--- config.mk ---
export PLATFORM = sky130hd
export DESIGN_NAME = uart_tx
export DESIGN_NICKNAME = d
export VERILOG_FILES = /design/src/rtl/uart_tx.sv
export SDC_FILE = /design/constraint.sdc
export NUM_CORES = 1
export LEC_CHECK = 0
export BUFFER_PORTS_ARGS = -buffer_cell sky130_fd_sc_hd__buf_2
export CAP_MARGIN = 20
export CORE_MARGIN = 5
export CORE_UTILIZATION = 45
export CTS_CLUSTER_SIZE = 25
export DETAILED_ROUTE_END_ITERATION = 10
export SLEW_MARGIN = 40
export SYNTH_ARGS = -nofsm -noshare
export SYNTH_HDL_FRONTEND = slang
export SYNTH_SLANG_ARGS = --single-unit
--- constraint.sdc ---
create_clock -name clk -period 3.7 [get_ports clk]
set_input_delay 0.555 -clock clk [delete_from_list [all_inputs] [get_ports clk]]
set_output_delay 0.555 -clock clk [all_outputs]
set_load 0.02 [all_outputs]
--- src/rtl/uart_tx.sv ---
// uart_tx: 8N1 asynchronous serial transmitter with a start/busy host handshake.
// Bit timing is an integer divider of the system clock (CLK_FREQ / BAUD_RATE).
// Optional feature: define UART_TX_PARITY_EN to insert a parity cell between the
// last data bit and the stop bit (even parity, or odd when PARITY_ODD = 1).
module uart_tx #(
    parameter int CLK_FREQ   = 100_000_000,
    parameter int BAUD_RATE  = 115200,
    parameter int PARITY_ODD = 0
) (
    input  logic       clk,
    input  logic       reset,
    input  logic       tx_start,
    input  logic [7:0] tx_data,
    output logic       tx,
    output logic       tx_busy
);

    localparam int CLKS_PER_BIT = CLK_FREQ / BAUD_RATE;
    localparam int CNT_W        = (CLKS_PER_BIT > 2) ? $clog2(CLKS_PER_BIT) : 1;

    // Elaboration-time parameter sanity checks.
    if (CLKS_PER_BIT < 2) begin : g_cpb_check
        $error("uart_tx: CLK_FREQ/BAUD_RATE must be at least 2");
    end
    if (PARITY_ODD < 0 || PARITY_ODD > 1) begin : g_parity_check
        $error("uart_tx: PARITY_ODD must be 0 or 1");
    end

`ifdef UART_TX_PARITY_EN
    typedef enum logic [2:0] {IDLE, START, DATA, PARITY, STOP} state_t;
`else
    typedef enum logic [2:0] {IDLE, START, DATA, STOP} state_t;
`endif

    state_t           state_reg;
    logic [CNT_W-1:0] clk_cnt_reg;
    logic [2:0]       bit_idx_reg;
    logic [7:0]       shift_reg;
    logic             tx_reg;
    logic             busy_reg;
`ifdef UART_TX_PARITY_EN
    logic             parity_reg;
`endif

    // High on the last clock of every bit cell; the bit advances on that edge.
    logic cnt_last;
    assign cnt_last = (clk_cnt_reg == CNT_W'(CLKS_PER_BIT - 1));

    // Frame sequencer: every output is registered so tx changes only on clk edges.
    always_ff @(posedge clk or negedge reset) begin
        if (!reset) begin
            state_reg   <= IDLE;
            clk_cnt_reg <= '0;
            bit_idx_reg <= '0;
            shift_reg   <= '0;
            tx_reg      <= 1'b1;
            busy_reg    <= 1'b0;
`ifdef UART_TX_PARITY_EN
            parity_reg  <= 1'b0;
`endif
        end else begin
            case (state_reg)
                IDLE: begin
                    tx_reg   <= 1'b1;
                    busy_reg <= 1'b0;
                    if (tx_start) begin
                        // Start bit goes out on the accepting edge itself.
                        shift_reg   <= tx_data;
                        clk_cnt_reg <= '0;
                        tx_reg      <= 1'b0;
                        busy_reg    <= 1'b1;
                        state_reg   <= START;
`ifdef UART_TX_PARITY_EN
                        parity_reg  <= (^tx_data) ^ (PARITY_ODD != 0);
`endif
                    end
                end
                START: begin
                    if (cnt_last) begin
                        clk_cnt_reg <= '0;
                        bit_idx_reg <= '0;
                        tx_reg      <= shift_reg[0];
                        state_reg   <= DATA;
                    end else begin
                        clk_cnt_reg <= clk_cnt_reg + CNT_W'(1);
                    end
                end
                DATA: begin
                    if (cnt_last) begin
                        clk_cnt_reg <= '0;
                        if (bit_idx_reg == 3'd7) begin
`ifdef UART_TX_PARITY_EN
                            tx_reg    <= parity_reg;
                            state_reg <= PARITY;
`else
                            tx_reg    <= 1'b1;
                            state_reg <= STOP;
`endif
                        end else begin
                            // LSB first: the next bit is always at position 1 before the shift.
                            bit_idx_reg <= bit_idx_reg + 3'd1;
                            shift_reg   <= shift_reg >> 1;
                            tx_reg      <= shift_reg[1];
                        end
                    end else begin
                        clk_cnt_reg <= clk_cnt_reg + CNT_W'(1);
                    end
                end
`ifdef UART_TX_PARITY_EN
                PARITY: begin
                    if (cnt_last) begin
                        clk_cnt_reg <= '0;
                        tx_reg      <= 1'b1;
                        state_reg   <= STOP;
                    end else begin
                        clk_cnt_reg <= clk_cnt_reg + CNT_W'(1);
                    end
                end
`endif
                STOP: begin
                    if (cnt_last) begin
                        // Busy drops on the final stop clock so the next request
                        // can be accepted on the very next edge.
                        clk_cnt_reg <= '0;
                        busy_reg    <= 1'b0;
                        state_reg   <= IDLE;
                    end else begin
                        clk_cnt_reg <= clk_cnt_reg + CNT_W'(1);
                    end
                end
                default: begin
                    tx_reg    <= 1'b1;
                    busy_reg  <= 1'b0;
                    state_reg <= IDLE;
                end
            endcase
        end
    end

    assign tx      = tx_reg;
    assign tx_busy = busy_reg;

endmodule

## Word-level counts from Yosys, hierarchy flattened

Cells that the tools add are included.

- Bitwise operators: 2
- Eq/ne operators: 11
- Mux-type cells: 24
- Reduce and logical (&&, ||, !) cells: 12
- Add/sub/neg operators: 2

Operators by type and width:

| operator | number |
|---|---|
| $mux 8 | 3 |
| $mux 3 | 7 |
| $mux 10 | 2 |
| $pmux 10 s2 | 1 |
| $pmux 8 s2 | 1 |
| $ne 2x2->1 const B | 6 |
| $pmux 3 s4 | 1 |
| $add 10x1->10 const B | 1 |
| $eq 10x10->1 const B | 1 |
| $reduce_and 4->1 | 2 |
| $eq 3x2->1 const B | 2 |
| $mux 1 | 6 |
| $pmux 3 s2 | 1 |
| $reduce_bool 2->1 | 3 |
| $reduce_and 5->1 | 1 |
| $pmux 1 s4 | 1 |
| $reduce_and 2->1 | 2 |
| $add 3x1->3 const B | 1 |
| $eq 3x1->1 const B | 1 |
| $eq 3x3->1 const B | 1 |
| $logic_not 3->1 | 1 |
| $pmux 1 s3 | 1 |
| $reduce_and 3->1 | 1 |
| $reduce_or 3->1 | 1 |
| 2 further kinds | 3 |

- Input port bits: 11
- Output and inout port bits: 2
- Logic and storage cells: 57
- Register bits after elaboration: 26

## Depth between registers and ports, before layout

- Depth after elaboration: 4
- Depth in mapped cells: 7

## Least setup slack after synthesis

No wires, ideal clock.

- Kind: register -> register
- Start point: register clk_cnt_reg[0]
- End point: register state_reg[1]
- Buffers on the path: 1
- Path slack: 1576 ps
- Clock period less this slack: 2124 ps
- Library setup time: 128 ps
- Data arrival time: 1997 ps
- Cell stages (with the launch flop): 7
- Cell sequence: dfrtp_1 > ha_1 > or4b_4 > or3_1 > buf_6 > a21oi_4 > mux2_1

- Cells in the longest elaborated chain, start to end: 3

RTL lines:

| what | line | source |
|---|---|---|
| start, declared | 36 | `logic [CNT_W-1:0] clk_cnt_reg;` |
| start signal, assigned | 85 | `clk_cnt_reg <= clk_cnt_reg + CNT_W'(1);` |
| start signal, assigned | 106 | `clk_cnt_reg <= clk_cnt_reg + CNT_W'(1);` |
| start signal, assigned | 128 | `clk_cnt_reg <= clk_cnt_reg + CNT_W'(1);` |
| $eq 10x10->1 (*) | 47 | `assign cnt_last = (clk_cnt_reg == CNT_W'(CLKS_PER_BIT - 1));` |
| $ne 2x2->1 (no line) | - |  |
| $reduce_and 5->1 (no line) (*) | - |  |
| end signal, assigned | 52 | `state_reg <= IDLE;` |
| end signal, assigned | 72 | `state_reg <= START;` |
| end signal, assigned | 83 | `state_reg <= DATA;` |
| end, declared | 35 | `state_t state_reg;` |

Mark *: on every way between the ends. The rest lies on a longest branch, timed or not.
A chain may end at the register's enable or synchronous reset.

## Worst setup path after layout

- Start point: register state_reg[0]
- End point: register shift_reg[1]

- Cells in the longest elaborated chain, start to end: 3

RTL lines:

| what | line | source |
|---|---|---|
| $eq 3x2->1 / $logic_not 3->1 (equally long branches) | 62 | `case (state_reg)` |
| $ne 2x2->1 (no line) / $reduce_bool 2->1 (equally long branches) | - |  |
| $reduce_and 4->1 (no line) | - |  |
| end signal, assigned | 68 | `shift_reg <= tx_data;` |
| end signal, assigned | 102 | `shift_reg <= shift_reg >> 1;` |
| end, declared | 38 | `logic [7:0] shift_reg;` |

Several ways; a longest one is shown, not always the timed one.

==> flow_metrics.env <==
export IMPL_core_area_mm2=0.00308
export IMPL_r2r_end="shift_reg[1]"
export IMPL_ys_seq_area_frac=0.434
export IMPL_cts_tree="built"
export IMPL_outcome="finished clean"
export IMPL_syn_area_mm2=0.00144
export IMPL_clock_sinks=25
export IMPL_seq_power_share=0.645
export IMPL_initial_utilization=0.469
export IMPL_vias_per_cell=5.36
export IMPL_cts_buffers=3
export IMPL_postCtsHoldBufs=0
export IMPL_start_kind="register"
export IMPL_grt_max_degree=26
export IMPL_synth_fa_ha_area_frac=0.0693
export IMPL_finClkSkew_ns=0.0100
export IMPL_power_frac_clock=0.321
export IMPL_finalHoldViolations=0
export IMPL_synth_xor_xnor_area_share=0
export IMPL_synthCells=139
export IMPL_switchingPower_mw=0.102
export IMPL_grt_pass1_wl_um=4820
export IMPL_synthFlopType="dfrtp_1"
export IMPL_avgSynthCellArea_um2=10.4
export IMPL_ant_nets=0
export IMPL_ff2ff_path_depth=6
export IMPL_p_int_mw=0.322
export IMPL_totalPowerFinal_mw=0.424
export IMPL_io_buffer_count=12
export IMPL_dp_slack_ns=1.30
export IMPL_p_per_area_mw_per_mm2=271
export IMPL_globalRouteOverflowTotal=0
export IMPL_routedWlPerCell_um=13.9
export IMPL_holdCritPathClass="in -> async"
export IMPL_post_route_period_util=0.638
export IMPL_r2r_setup_slack_ns=1.34
export IMPL_synth_cell_type_count=35
export IMPL_relSlewSlack=0.555
export IMPL_crit_type="reg -> reg"
export IMPL_tns_ns=0
export IMPL_crit_fanout=20
export IMPL_async_flop_share=1.00
export IMPL_clockBufferDepth=2
export IMPL_chipHeight_um=66.6
export IMPL_yosys_warnings=0
export IMPL_cp_arrival_ns=2.60
export IMPL_clk_latency_ns=0.34
export IMPL_combPwrFrac=0.033
export IMPL_n_antenna_cell=0
export IMPL_finalMaxSlewViolations=0
export IMPL_gp_congestion=0.772
export IMPL_grt_pass1_vias=1059
export IMPL_synth_compound_area_frac=0.156
export IMPL_dr_first_iter_drc_count=72
export IMPL_synth_seq_cells=25
export IMPL_crit_required_ns=3.94
export IMPL_row_count=20
export IMPL_n_fill_cell=285
export IMPL_worstMarginPinSlew_ns=0.668
export IMPL_min_period_ns=2.36
export IMPL_ir_worst_vdd_mv=0.166
export IMPL_dieArea_mm2=0.00444
export IMPL_largest_reg_flops=10
export IMPL_cts_setup_buffers=0
export IMPL_grt_usage=0.141
export IMPL_fmax_mhz=424
export IMPL_synth_edf_count=0
export IMPL_drive_above_1_share=0.247
export IMPL_crit_end="shift_reg[1]"
export IMPL_clk_pin_slew_ns=0.16
export IMPL_p_leak_nw=0.712
export IMPL_setup_viol=0
export IMPL_cts_max_level=1
export IMPL_endpoint_kind="register"
export IMPL_synth_top_family_by_area="simple AND/OR/NAND/NOR gates"
export IMPL_rsz0062_at_grt="no"
export IMPL_maxCapViolCount=0
export IMPL_clockRootBuffer="clkbuf_4"
export IMPL_dp_hpwl_um=1990
export IMPL_drt_pass1_iterations=4
export IMPL_p_sw_frac=0.241
export IMPL_cts_resized=0
export IMPL_antenna_found_initial=0
export IMPL_fin_nets=170
export IMPL_pin_count=13
export IMPL_synthToLayoutAreaGrowth_pct=8.15
export IMPL_synthMuxAreaShare=0.146
export IMPL_num_vias=1040
export IMPL_hold_ws_ns=0.173
export IMPL_drt_wl_total_um=2690
export IMPL_fin_ws_ns=1.34
export IMPL_r2r_start="state_reg[0]"
export IMPL_startpoint="state_reg[0]"
export IMPL_synth_simple_area_share=0.157
export IMPL_die_x_um=66.6
export IMPL_synth_fp_nets=158
export IMPL_drc=0
-- power groups by stage --
| stage | Combinational (mW) | Clock (mW) | Sequential, mW |
|---|---|---|---|
| floorplan | 0.00371 | 0 | 0.278 |
| CTS | 0.0149 | 0.135 | 0.273 |
| detailed placement | 0.0149 | 0 | 0.278 |
| finish | 0.0141 | 0.136 | 0.273 |
| global route | 0.0167 | 0.152 | 0.274 |
| global placement | 0.0147 | 0 | 0.278 |
-- stage by stage --
step	area, µm²	std cells	util
2_1_floorplan	1440	139	-
3_3_place_gp	1530	190	0.498
3_5_place_dp	1530	190	0.498
4_1_cts	1560	194	0.507
5_1_grt	1560	194	0.507
6_report	1560	194	0.507
-- worst min-delay path by stage --
stage	endpoint	cells after the start	slack, ns	startpoint
floorplan	bit_idx_reg[0]	0	0.26	reset
global placement	shift_reg[3]	1	0.49	shift_reg[3]
detailed placement	shift_reg[6]	1	0.49	shift_reg[6]
CTS	bit_idx_reg[1]	1	0.20	reset
global route	bit_idx_reg[1]	1	0.22	reset
finish	bit_idx_reg[1]	1	0.17	reset
-- area by class of cell --
cell class,count,area (µm²),area share
clock buffers,3,22.5,0.0144
clock inverters,1,7.51,0.00481
inverters,7,26.3,0.0168
multi-input cells,102,763,0.489
flip-flops and latches,25,627,0.401
well taps,44,55.1,0.0353
repair buffers,12,60.1,0.0385
-- worst max-delay path: stages (launching register included) --
cell	delay, ns
dfrtp_1	0.45
inv_1	0.12
ha_1	0.60
nand2b_1	0.15
nor4_1	0.21
o21a_1	0.36
mux2_2	0.38
-- kinds of logic after synthesis --
kind of cell    count (synthesis)
simple gates                   44
compound gates                 31
flops                          25
mux                            19
buf+inv                        12
fa+ha+maj                       8
-- layout by cell type, fill, tap and decap left out --
cell type,n
dfrtp_1,24
mux2_2,16
nand2_1,12
buf_2,12
nor2_1,9
o21ai_0,9
ha_1,8
inv_1,7
nand3_1,6
nor3_1,5
a22o_1,5
nor4_1,4
o31ai_1,3
a21o_1,3
clkbuf_4,3
or3_1,2
nand2b_1,2
mux2i_1,2
a21oi_1,2
or4b_4,1
nand3b_1,1
o21bai_1,1
a21oi_4,1
mux2_1,1
o21a_1,1
o32ai_1,1
o21ai_2,1
and3_1,1
nor4b_2,1
a211o_1,1
a31o_1,1
a31oi_1,1
o41ai_1,1
clkinvlp_4,1
dfstp_2,1
-- cell usage after synthesis, types with 2 or more instances --
| cell | n | area share |
|---|---|---|
| nor2_1 | 9 | 0.023 |
| inv_1 | 7 | 0.018 |
| dfrtp_1 | 24 | 0.42 |
| a21o_1 | 3 | 0.016 |
| clkbuf_1 | 3 | 0.0078 |
| nor3_1 | 5 | 0.017 |
| o31ai_1 | 3 | 0.016 |
| nand2_1 | 12 | 0.031 |
| mux2_2 | 16 | 0.12 |
| nand3_1 | 6 | 0.021 |
| or3_1 | 2 | 0.0087 |
| nor4_1 | 4 | 0.017 |
| a22o_1 | 5 | 0.030 |
| nand2b_1 | 2 | 0.0087 |
| ha_1 | 8 | 0.069 |
| o21ai_0 | 9 | 0.031 |
| mux2i_1 | 2 | 0.014 |
| a21oi_1 | 2 | 0.0069 |
-- per-layer routing --
| layer | wire length [µm] | vias up | track usage |
|---|---|---|---|
| li1 | - | 532 | - |
| met1 | 1380 | 491 | 0.194 |
| met2 | 1180 | 12 | 0.214 |
| met3 | 79 | 5 | 0.0304 |
| met4 | 48 | 0 | 0.0533 |
| met5 | 0 | - | 0 |
(Power assumes the default switching activity.)
